File: config.mk
export PLATFORM = sky130hd
export DESIGN_NAME = demux_sched
export DESIGN_NICKNAME = d
export VERILOG_FILES = /design/src/rtl/demux_sched.sv
export SDC_FILE = /design/constraint.sdc
export NUM_CORES = 1
export LEC_CHECK = 0
export ABC_AREA = 1
export CAP_MARGIN = 20
export CELL_PAD_IN_SITES_DETAIL_PLACEMENT = 0
export CELL_PAD_IN_SITES_GLOBAL_PLACEMENT = 1
export CORE_ASPECT_RATIO = 0.8
export CORE_MARGIN = 1.5
export CORE_UTILIZATION = 38
export DETAILED_ROUTE_END_ITERATION = 6
export GPL_TIMING_DRIVEN = 1
export PLACE_DENSITY = 0.81
export SLEW_MARGIN = 20
export SYNTH_ARGS = -nofsm -noshare
export SYNTH_HDL_FRONTEND = slang
export SYNTH_SLANG_ARGS = --single-unit
File: constraint.sdc
create_clock -name clk -period 2.8 [get_ports clk]
set_input_delay 0.28 -clock clk [delete_from_list [all_inputs] [get_ports clk]]
set_output_delay 0.28 -clock clk [all_outputs]
set_load 0.02 [all_outputs]
File: src/rtl/demux_sched.sv
// Scheduler for a 1-to-2 demux: pops a show-ahead source FIFO and steers each
// word to lane 0 or 1 with a one-cycle registered push, honouring almost-full.
module demux_sched #(
   parameter int DATA_SIZE = 4,
   parameter int SEL_BIT   = 3,
   parameter int CNT_W     = 5
) (
   input  logic                 clk,
   input  logic                 reset_L,
   input  logic                 enable,
   input  logic                 rr_mode,
   input  logic                 fifo_empty,
   input  logic [DATA_SIZE-1:0] fifo_data,
   input  logic                 almost_full0,
   input  logic                 almost_full1,
   output logic                 pop,
   output logic                 push0,
   output logic                 push1,
   output logic [DATA_SIZE-1:0] data_out0,
   output logic [DATA_SIZE-1:0] data_out1,
   output logic [CNT_W-1:0]     count0,
   output logic [CNT_W-1:0]     count1,
   output logic                 idle
);

   typedef enum logic [1:0] {
      S_IDLE   = 2'd0,
      S_ACTIVE = 2'd1,
      S_STALL  = 2'd2
   } state_t;

   state_t state_q;
   logic   idle_q;
   logic   rr_q;
   logic   rr_d;
   logic   dest;
   logic   blocked;

   // Lane choice is head-of-line: a blocked lane stalls everything behind it.
   always_comb begin
      dest    = rr_mode ? rr_q : fifo_data[SEL_BIT];
      blocked = dest ? almost_full1 : almost_full0;
      pop     = enable & ~fifo_empty & ~blocked & (state_q != S_IDLE);
      rr_d    = (pop && rr_mode) ? ~rr_q : rr_q;
   end

   always_ff @(posedge clk or negedge reset_L) begin
      if (!reset_L) begin
         state_q <= S_IDLE;
         idle_q  <= 1'b1;
      end else begin
         case (state_q)
            S_IDLE: begin
               if (enable && !fifo_empty) begin
                  state_q <= S_ACTIVE;
                  idle_q  <= 1'b0;
               end
            end
            S_ACTIVE: begin
               if (fifo_empty || !enable) begin
                  state_q <= S_IDLE;
                  idle_q  <= 1'b1;
               end else if (blocked) begin
                  state_q <= S_STALL;
               end
            end
            S_STALL: begin
               // Leaving STALL pops in the same cycle the block clears.
               if (!enable || fifo_empty) begin
                  state_q <= S_IDLE;
                  idle_q  <= 1'b1;
               end else if (!blocked) begin
                  state_q <= S_ACTIVE;
               end
            end
            default: begin
               state_q <= S_IDLE;
               idle_q  <= 1'b1;
            end
         endcase
      end
   end

   always_ff @(posedge clk or negedge reset_L) begin
      if (!reset_L) begin
         rr_q <= 1'b0;
      end else begin
         rr_q <= rr_d;
      end
   end

   for (genvar gi = 0; gi < 2; gi++) begin : g_lane
      localparam logic LANE = 1'(gi);

      logic                 sel;
      logic                 push_q;
      logic [DATA_SIZE-1:0] data_q;
      logic [DATA_SIZE-1:0] data_d;
      logic [CNT_W-1:0]     cnt_q;
      logic [CNT_W-1:0]     cnt_d;

      always_comb begin
         sel    = pop && (dest == LANE);
         data_d = sel ? fifo_data : data_q;
         cnt_d  = sel ? cnt_q + CNT_W'(1) : cnt_q;
      end

      always_ff @(posedge clk or negedge reset_L) begin
         if (!reset_L) begin
            push_q <= 1'b0;
            data_q <= '0;
            cnt_q  <= '0;
         end else begin
            push_q <= sel;
            data_q <= data_d;
            cnt_q  <= cnt_d;
         end
      end
   end

   assign push0     = g_lane[0].push_q;
   assign push1     = g_lane[1].push_q;
   assign data_out0 = g_lane[0].data_q;
   assign data_out1 = g_lane[1].data_q;
   assign count0    = g_lane[0].cnt_q;
   assign count1    = g_lane[1].cnt_q;
   assign idle      = idle_q;

endmodule

# --- Yosys cells after proc, flatten, opt, wreduce, memory -nomap -nowiden ---
# Index checks and enable logic that the tools add are counted.
classes:
  add_sub_neg: 2
  n_eq_ne: 6
  n_mux: 11
  bitwise_logic: 7
  reduce_logical: 12
ops:
  columns: ["op", "count"]
  rows:
  - ["adder 5 x 1 -> 5 bit, second input constant", 2]
  - ["two-way mux 2 bit", 5]
  - ["!= test 3 bit, second input constant", 2]
  - ["one-hot mux 2 bit (3 select lines)", 1]
  - ["logical AND 1 bit", 4]
  - ["two-way mux 1 bit", 4]
  - ["NOT 1 bit", 4]
  - ["bitwise AND 1 bit", 3]
  - ["AND reduction 3 bit", 1]
  - ["== test 2 x 1 -> 1 bit, second input constant", 1]
  - ["== test 2 bit, second input constant", 1]
  - ["zero test 1 bit", 2]
  - ["zero test 2 bit", 1]
  - ["!= test 2 x 1 -> 1 bit, second input constant", 1]
  - ["!= test 2 bit, second input constant", 1]
  - ["one-hot mux 1 bit (2 select lines)", 1]
  - ["AND reduction 2 bit", 1]
  - ["nonzero test 2 bit", 1]
  - ["OR reduction 2 bit", 1]
  - ["logical OR 1 bit", 1]
word_totals:
  regBits: 24
  inputBits: 11
  out_inout_bits: 22
  word_cells: 47

# --- Depth between registers and ports, before layout ---
# Gate-level depths: netlist of run 1.
depth:
  ltp_word: 6
  ltp_mapped: 10
  mapped_depth_nobuf: 10

# --- Worst setup path after synthesis of run 1 ---
# No wires, ideal clock.
synth_timing:
  path_type: "reg-to-reg"
  startpoint: "reg state_q[0]"
  endpoint: "reg g_lane[1].cnt_q[2] (netlist: count1[2])"
  setup_ns: 0.122
  t_arrival_ns: 1.166
  required_ns: 2.678
  setup_slack_ns: 1.512
  stages_incl_launch_ff: 8
  cell_sequence: "dfrtp_1 inv_1 ha_1 inv_2 nand4_4 buf_6 nand2_2 o21ai_2"
synth_between:
  elab_chain_cells: 3
synth_rtl:
  columns: ["element", "line", "rtl"]
  rows:
  - ["start: declaration", "32", "state_t state_q;"]
  - ["start signal: assignment", "49", "state_q <= S_IDLE;"]
  - ["start signal: assignment", "55", "state_q <= S_ACTIVE;"]
  - ["start signal: assignment", "61", "state_q <= S_IDLE;"]
  - ["nonzero test 2 bit", "43", "pop = enable & ~fifo_empty & ~blocked & (state_q != S_IDLE);"]
  - ["bitwise AND 1 bit", "43", null]
  - ["logical AND 1 bit", "103", "sel = pop && (dest == LANE);"]
  - ["end signal: assignment", "116", "cnt_q <= cnt_d;"]
  - ["end: declaration", "99", "logic [CNT_W-1:0] cnt_q;"]
# Every way passes these cells.
# A chain may end at the register's enable or synchronous reset.

# --- Worst setup path in the final report of run 1 ---
layout_timing:
  startpoint: "in rr_mode"
  endpoint: "out pop"
layout_between:
  elab_chain_cells: 5
layout_rtl:
  columns: ["element", "line", "rtl"]
  rows:
  - ["start: declaration", "11", "input logic rr_mode,"]
  - ["two-way mux 1 bit", "41", "dest = rr_mode ? rr_q : fifo_data[SEL_BIT];"]
  - ["two-way mux 1 bit", "42", "blocked = dest ? almost_full1 : almost_full0;"]
  - ["NOT 1 bit", "43", null]
  - ["bitwise AND 1 bit (2 in a row)", "43", null]
  - ["end: declaration", "16", "output logic pop,"]
# Every way passes these cells.

==> metrics.txt, run 1 <==
outcome complete, no violations; CTS tree built; CTS Root Buffer Type clkbuf_8; Max Fanout on Critical Path 5; family with the most delay on the worst path buffers and inverters; Die Wd 67.79 µm; PwrDens 884.3 nW/µm²; CP arrival 1.99 ns; Final Non-Filler Cells 218; Worst slew margin 0.7980; Core ar. 3153 µm²; Clk pin slew, worst setup/hold paths 0.08 ns; Placed Cells incl. Taps 214; met3 WL 132 µm; Initial DRT Pass Iterations 4; largest net degree at the start of global routing 25; hold crit path type in -> async; worst-margin pin slew 0.3029 ns; DRC Markers 0; # hold bufs at CTS 0; CP Launch Type input pin; setup repair after global routing missed its margin false; Setup Viol. Count Final 0; vias in the first global route 935; Iter 0 DRT Violations 16; count of final max-slew check failures 0; Fillers 306; Initial Util 0.4048; Die ar. 3717 µm²; multi-input logic area 569.3 µm²; Final Skew 0.003616 ns; met2 WL post-DR 1111 µm; vias per cell 4.541; P&R area growth vs syn 31.37%; setup tns final 0 ns; clock latency on the worst-skew pair 0.26 ns; placed wire-length estimate 1912 µm; Worst IR Drop VDD 402.0 µV; fin crit share 0.8100; Vias 990; clk buf depth 2; initial antenna violation count 0; Critical Path Sink Type output port; CTS resizes 0; chip height 54.84 µm; Buf+Inv Stages, Crit Path 3; GP Congestion 0.8355; Port Buffers 32; Mapped Cells 143; mean area per synthesized cell 8.925 µm²; CTS Buf Count 3; LEAKAGE 0.8218 nW; post-route ant nets 0; area post-placement 1632 µm²; Period minus WS final 2.268 ns; Crit path required time 2.52 ns; final WL 2434 µm; total track usage 0.1571; first-pass GRT wire length 4181 µm; critical path class in -> out; fraction of layout cells with a size suffix above 1 0.1685; synthesized cell area 1276 µm²; CTS sink cnt 24; f_max 440.9 MHz; uppermost layer routed met4; postcts setup bufs 0; FP Rows 18; synth warn 0; Seq/Total Area, Yosys 0.4716; H-tree Lvls 1; syn_nets 160; Core Util, Final 0.5317; Yosys reg bits 24; max cap viols 0; critical path, cell by cell clkdlybuf4s50_1 > inv_2 > nand2_1 > nand3_2 > nand2_4 > nand2_1 > nor2_2 > clkdlybuf4s50_1; slowest CP cell clkdlybuf4s50_1; total grt overflow 0; WL per Instance 11.17 µm; register area 601.8 µm²; I/O pins 33; cell area after layout 1677 µm²; total power 1.483 mW; Yosys cell types 19; nets 196; antenna cells 0; routed length on met1 1170 µm; CP max stage delay 0.62 ns; Hold Vio Cnt, Final 0
-- sequential cells by signal, indices dropped and copies added (netlist names) --
signal,count
idle,1
data_out1,4
count1,5
data_out0,4
push0,1
push1,1
count0,5
rr_q,1
state_q,2
-- per-layer routing --
layer | vias up | track usage
met5 | - | 0
met4 | 0 | 0.04000
met3 | 5 | 0.05144
met1 | 455 | 0.2031
li1 | 511 | -
met2 | 19 | 0.2565
-- worst reg2reg max path, stage by stage (launching register included) --
cell      delay [ns]
dfrtp_1         0.42
inv_1           0.09
ha_1            0.22
inv_2           0.10
nand4_4         0.22
clkinv_1        0.22
nand2_1         0.10
nand2_1         0.05
-- worst paths after layout --
path,from,to,slack [ns],cells after the start
worst max-delay path,rr_mode,pop,0.53,8
worst min-delay path,reset_L,count1[1],0.37,2
worst max register to register,state_q[0],count0[1],1.28,7
worst min register to register,data_out0[2],data_out0[2],0.49,2
max in group asynchronous,reset_L,idle,2.15,2
min in group clk,data_out0[2],data_out0[2],0.49,2
-- cell families (layout without fill, tap and decap cells) --
logic type,after synthesis,in the layout,share of synthesized area
simple gates,70,70,0.2657
xor+xnor,6,6,0.04118
buf+inv,24,59,0.08234
compound gates,13,13,0.08039
flops,24,24,0.4716
fa+ha+maj,6,6,0.05882
-- power breakdown --
part / total, mW / internal [mW] / switching [mW] / leakage (nW)
clock: 0.204 / 0.102 / 0.103 / 0.0228
sequential: 0.569 / 0.467 / 0.102 / 0.312
combinational: 0.710 / 0.322 / 0.388 / 0.487
total: 1.48 / 0.890 / 0.592 / 0.822
-- synth_stat cells --
cell type	count	area (µm²)
nand2_4	1	11.26
dfstp_2	1	26.28
ha_1	6	75.07
clkinv_1	1	3.750
inv_1	15	56.30
xnor2_1	6	52.55
o21ai_0	2	10.01
nand4_4	2	42.54
nand2_2	3	18.77
nand3_2	2	20.02
nand3_1	9	45.04
nor2_2	1	6.260
buf_6	2	22.52
dfrtp_1	23	575.6
a21oi_1	1	5.000
nor2_1	2	7.510
nand2_1	50	187.7
o21ai_2	10	87.58
inv_2	6	22.52
-- cell type report --
class / count / share of cell area
Inverter: 22 / 0.04925
Timing Repair Buffer: 33 / 0.1955
Tap cell: 40 / 0.02985
Clock buffer: 4 / 0.02687
Sequential cell: 24 / 0.3590
Multi-Input combinational cell: 95 / 0.3396
-- metrics by stage --
stage / setup slack, ns / hold WS, ns
2_1_floorplan: 1.512 / -0.01559
3_3_place_gp: 0.5761 / 0.4644
3_5_place_dp: 0.5255 / 0.4740
4_1_cts: 0.5204 / 0.3768
5_1_grt: 0.4249 / 0.3987
6_report: 0.5321 / 0.3672
-- layout by cell type, fill, tap and decap left out --
cell and count:
nand2_4 1, xnor2_1 6, dfstp_2 1, a21oi_1 1, clkbuf_1 1, buf_4 1, nand3_2 2, nand2_2 3
clkinv_1 1, nand3_1 9, ha_1 6, nor2_1 2, nand4_4 2, inv_2 6, o21ai_2 10, inv_1 15
nor2_2 1, dfrtp_1 23, o21ai_0 2, clkbuf_8 3, nand2_1 50, clkdlybuf4s50_1 32
No activity file was read; power rests on OpenSTA's default activity.
==> run 2: changes to the inputs <==
Settings changed: CORE_UTILIZATION 38 to 32, PLACE_DENSITY 0.81 to 0.73.
Clock period 2.8 ns to 2.01 ns, I/O delays scaled along.
==> run 2 against run 1 <==
Net effect: sequential power rose by 39%; critical endpoint unchanged; largest power group unchanged; core utilization fell by 7.2 points; count of clock-buffer cells in the layout is 1 lower; register-to-register slack got worse by 0.79 ns; worst setup slack worse by 0.29 ns; non-clock buffer count rose by 4; worst hold slack got worse by 0.077 ns; via count up 3.5%; first-iteration DRC count increased by 81%; sequential cell count did not move; critical path type unchanged.
==> metrics.txt, run 2 (same netlist as run 1, synthesis figures left out) <==
Combinational Power Share 0.452; Core ar. 3804 µm²; Worst IR Drop VDD 421.8 µV; power share of the clock group 0.190; hold crit path type in -> async; placed wire-length estimate 1929 µm; setup repair after global routing missed its margin false; Initial DRT Pass Iterations 4; RR Endpoint count0[4]; Placed Cells incl. Taps 233; CP arrival 1.56 ns; sequential share of power 0.358; final WL 2525 µm; I/O pins 33; H-tree Lvls 1; switching power 0.8321 mW; postcts setup bufs 0; Iter 0 DRT Violations 29; Final Non-Filler Cells 237; most common cell after layout, fill and taps aside nand2_1; CTS Root Buffer Type clkbuf_8; Die ar. 4378 µm²; CP Launch Type input pin; clk buf depth 2; Port Buffers 32; fraction of layout cells with a size suffix above 1 0.1923; Setup Viol. Count Final 0; P&R area growth vs syn 37.16%; outcome complete, no violations; Final WS setup 0.2452 ns; LEAKAGE 0.8594 nW; RR Startpoint state_q[1]; total power 2.204 mW; Critical Path Sink Type output port; nets 200; CTS Buf Count 3; routed length on met1 1190 µm; Vias 1025; Period minus WS final 1.765 ns; DRC Markers 0; Worst slew margin 0.7865; FP Rows 20; antenna cells 0; vias per cell 4.325; uppermost layer routed met4; f_max 566.6 MHz; PwrDens 1259 nW/µm²; Hold Vio Cnt, Final 0; met2 WL post-DR 1148 µm; depth of the most critical reg-to-reg path 7; setup tns final 0 ns; critical path class in -> out; Max Fanout on Critical Path 5; switch share 0.3775; max cap viols 0; most frequent cells in the layout nand2_1 (50), clkdlybuf4s50_1 (31), dfrtp_1 (23), inv_1 (15), o21ai_2 (10); total track usage 0.1301; Initial Util 0.3355; count of final max-slew check failures 0; post-route ant nets 0; Die Wd 73.61 µm; reg-to-reg slack, setup 0.49 ns; P_int 1.372 mW; WL per Instance 10.65 µm; GP Congestion 0.7885; chip height 59.49 µm; first-pass GRT wire length 4305 µm; initial antenna violation count 0; Final Skew 0.002797 ns; Clk pin slew, worst setup/hold paths 0.08 ns; Crit path required time 1.81 ns; pre-CTS setup slack -0.03086 ns; CTS tree built; fin crit share 0.8780; clock latency on the worst-skew pair 0.26 ns; vias in the first global route 991; worst-margin pin slew 0.3202 ns; Core Util, Final 0.4602; total grt overflow 0; met3 WL 134 µm; largest net degree at the start of global routing 25; CTS sink cnt 24
==> run 2: per-stage QoR <==
step	hold WS (ns)	cell area, µm²
global route	0.3190	1750
detailed placement	0.4693	1680
finish	0.2900	1750
global placement	0.4674	1680
floorplan	-0.09459	1276
CTS	0.2941	1750
==> run 2: cell type report <==
cell class                      count  area [µm²]
Clock buffer                        3       41.29
Sequential cell                    24       601.8
Timing Repair Buffer               37       356.6
Inverter                           22       82.58
Multi-Input combinational cell     95       569.3
Fill cell                         373        2053
Tap cell                           55       68.82
Clock inverter                      1       30.03
==> run 2: worst max path at each step <==
stage	cells after the start	from	endpoint
2_1_floorplan	7	state_q[0]	count1[2]
3_3_place_gp	8	rr_mode	pop
3_5_place_dp	8	rr_mode	pop
4_1_cts	8	rr_mode	pop
5_1_grt	8	rr_mode	pop
6_report	8	rr_mode	pop
==> run 2: what timing repair did <==
action,4_1_cts,5_1_grt
setup endpoints to repair,1,0
resized for setup,1,0
hold buffers,0,0
==> run 2: worst max-delay path, stage by stage <==
cell and delay (ns):
clkdlybuf4s50_1 0.56, inv_2 0.06, nand2_1 0.08, nand3_2 0.10, nand2_4 0.07, nand2_1 0.06, nor2_2 0.09, dlygate4sd2_1 0.34
==> run 2: power by group through the flow <==
stage | sequential (mW) | clock (mW) | combinational (mW)
after detailed placement | 0.801 | 0 | 1.01
after global routing | 0.814 | 0.450 | 1.11
final | 0.789 | 0.418 | 0.997
after floorplan | 0.945 | 0 | 0.445
after CTS | 0.791 | 0.437 | 1.01
after global placement | 0.796 | 0 | 0.995
==> run 2: routing by layer <==
layer	vias up	global-route usage
met4	0	0.03704
met2	27	0.2072
met3	8	0.04762
li1	521	-
met5	-	0
met1	469	0.1665
==> run 3: changes to the inputs <==
Settings changed: SKIP_LAST_GASP from default to 1, SLEW_MARGIN 20 to default.
==> results of run 3 <==
The final DEF is identical to that of run 2; final timing and power are the same.
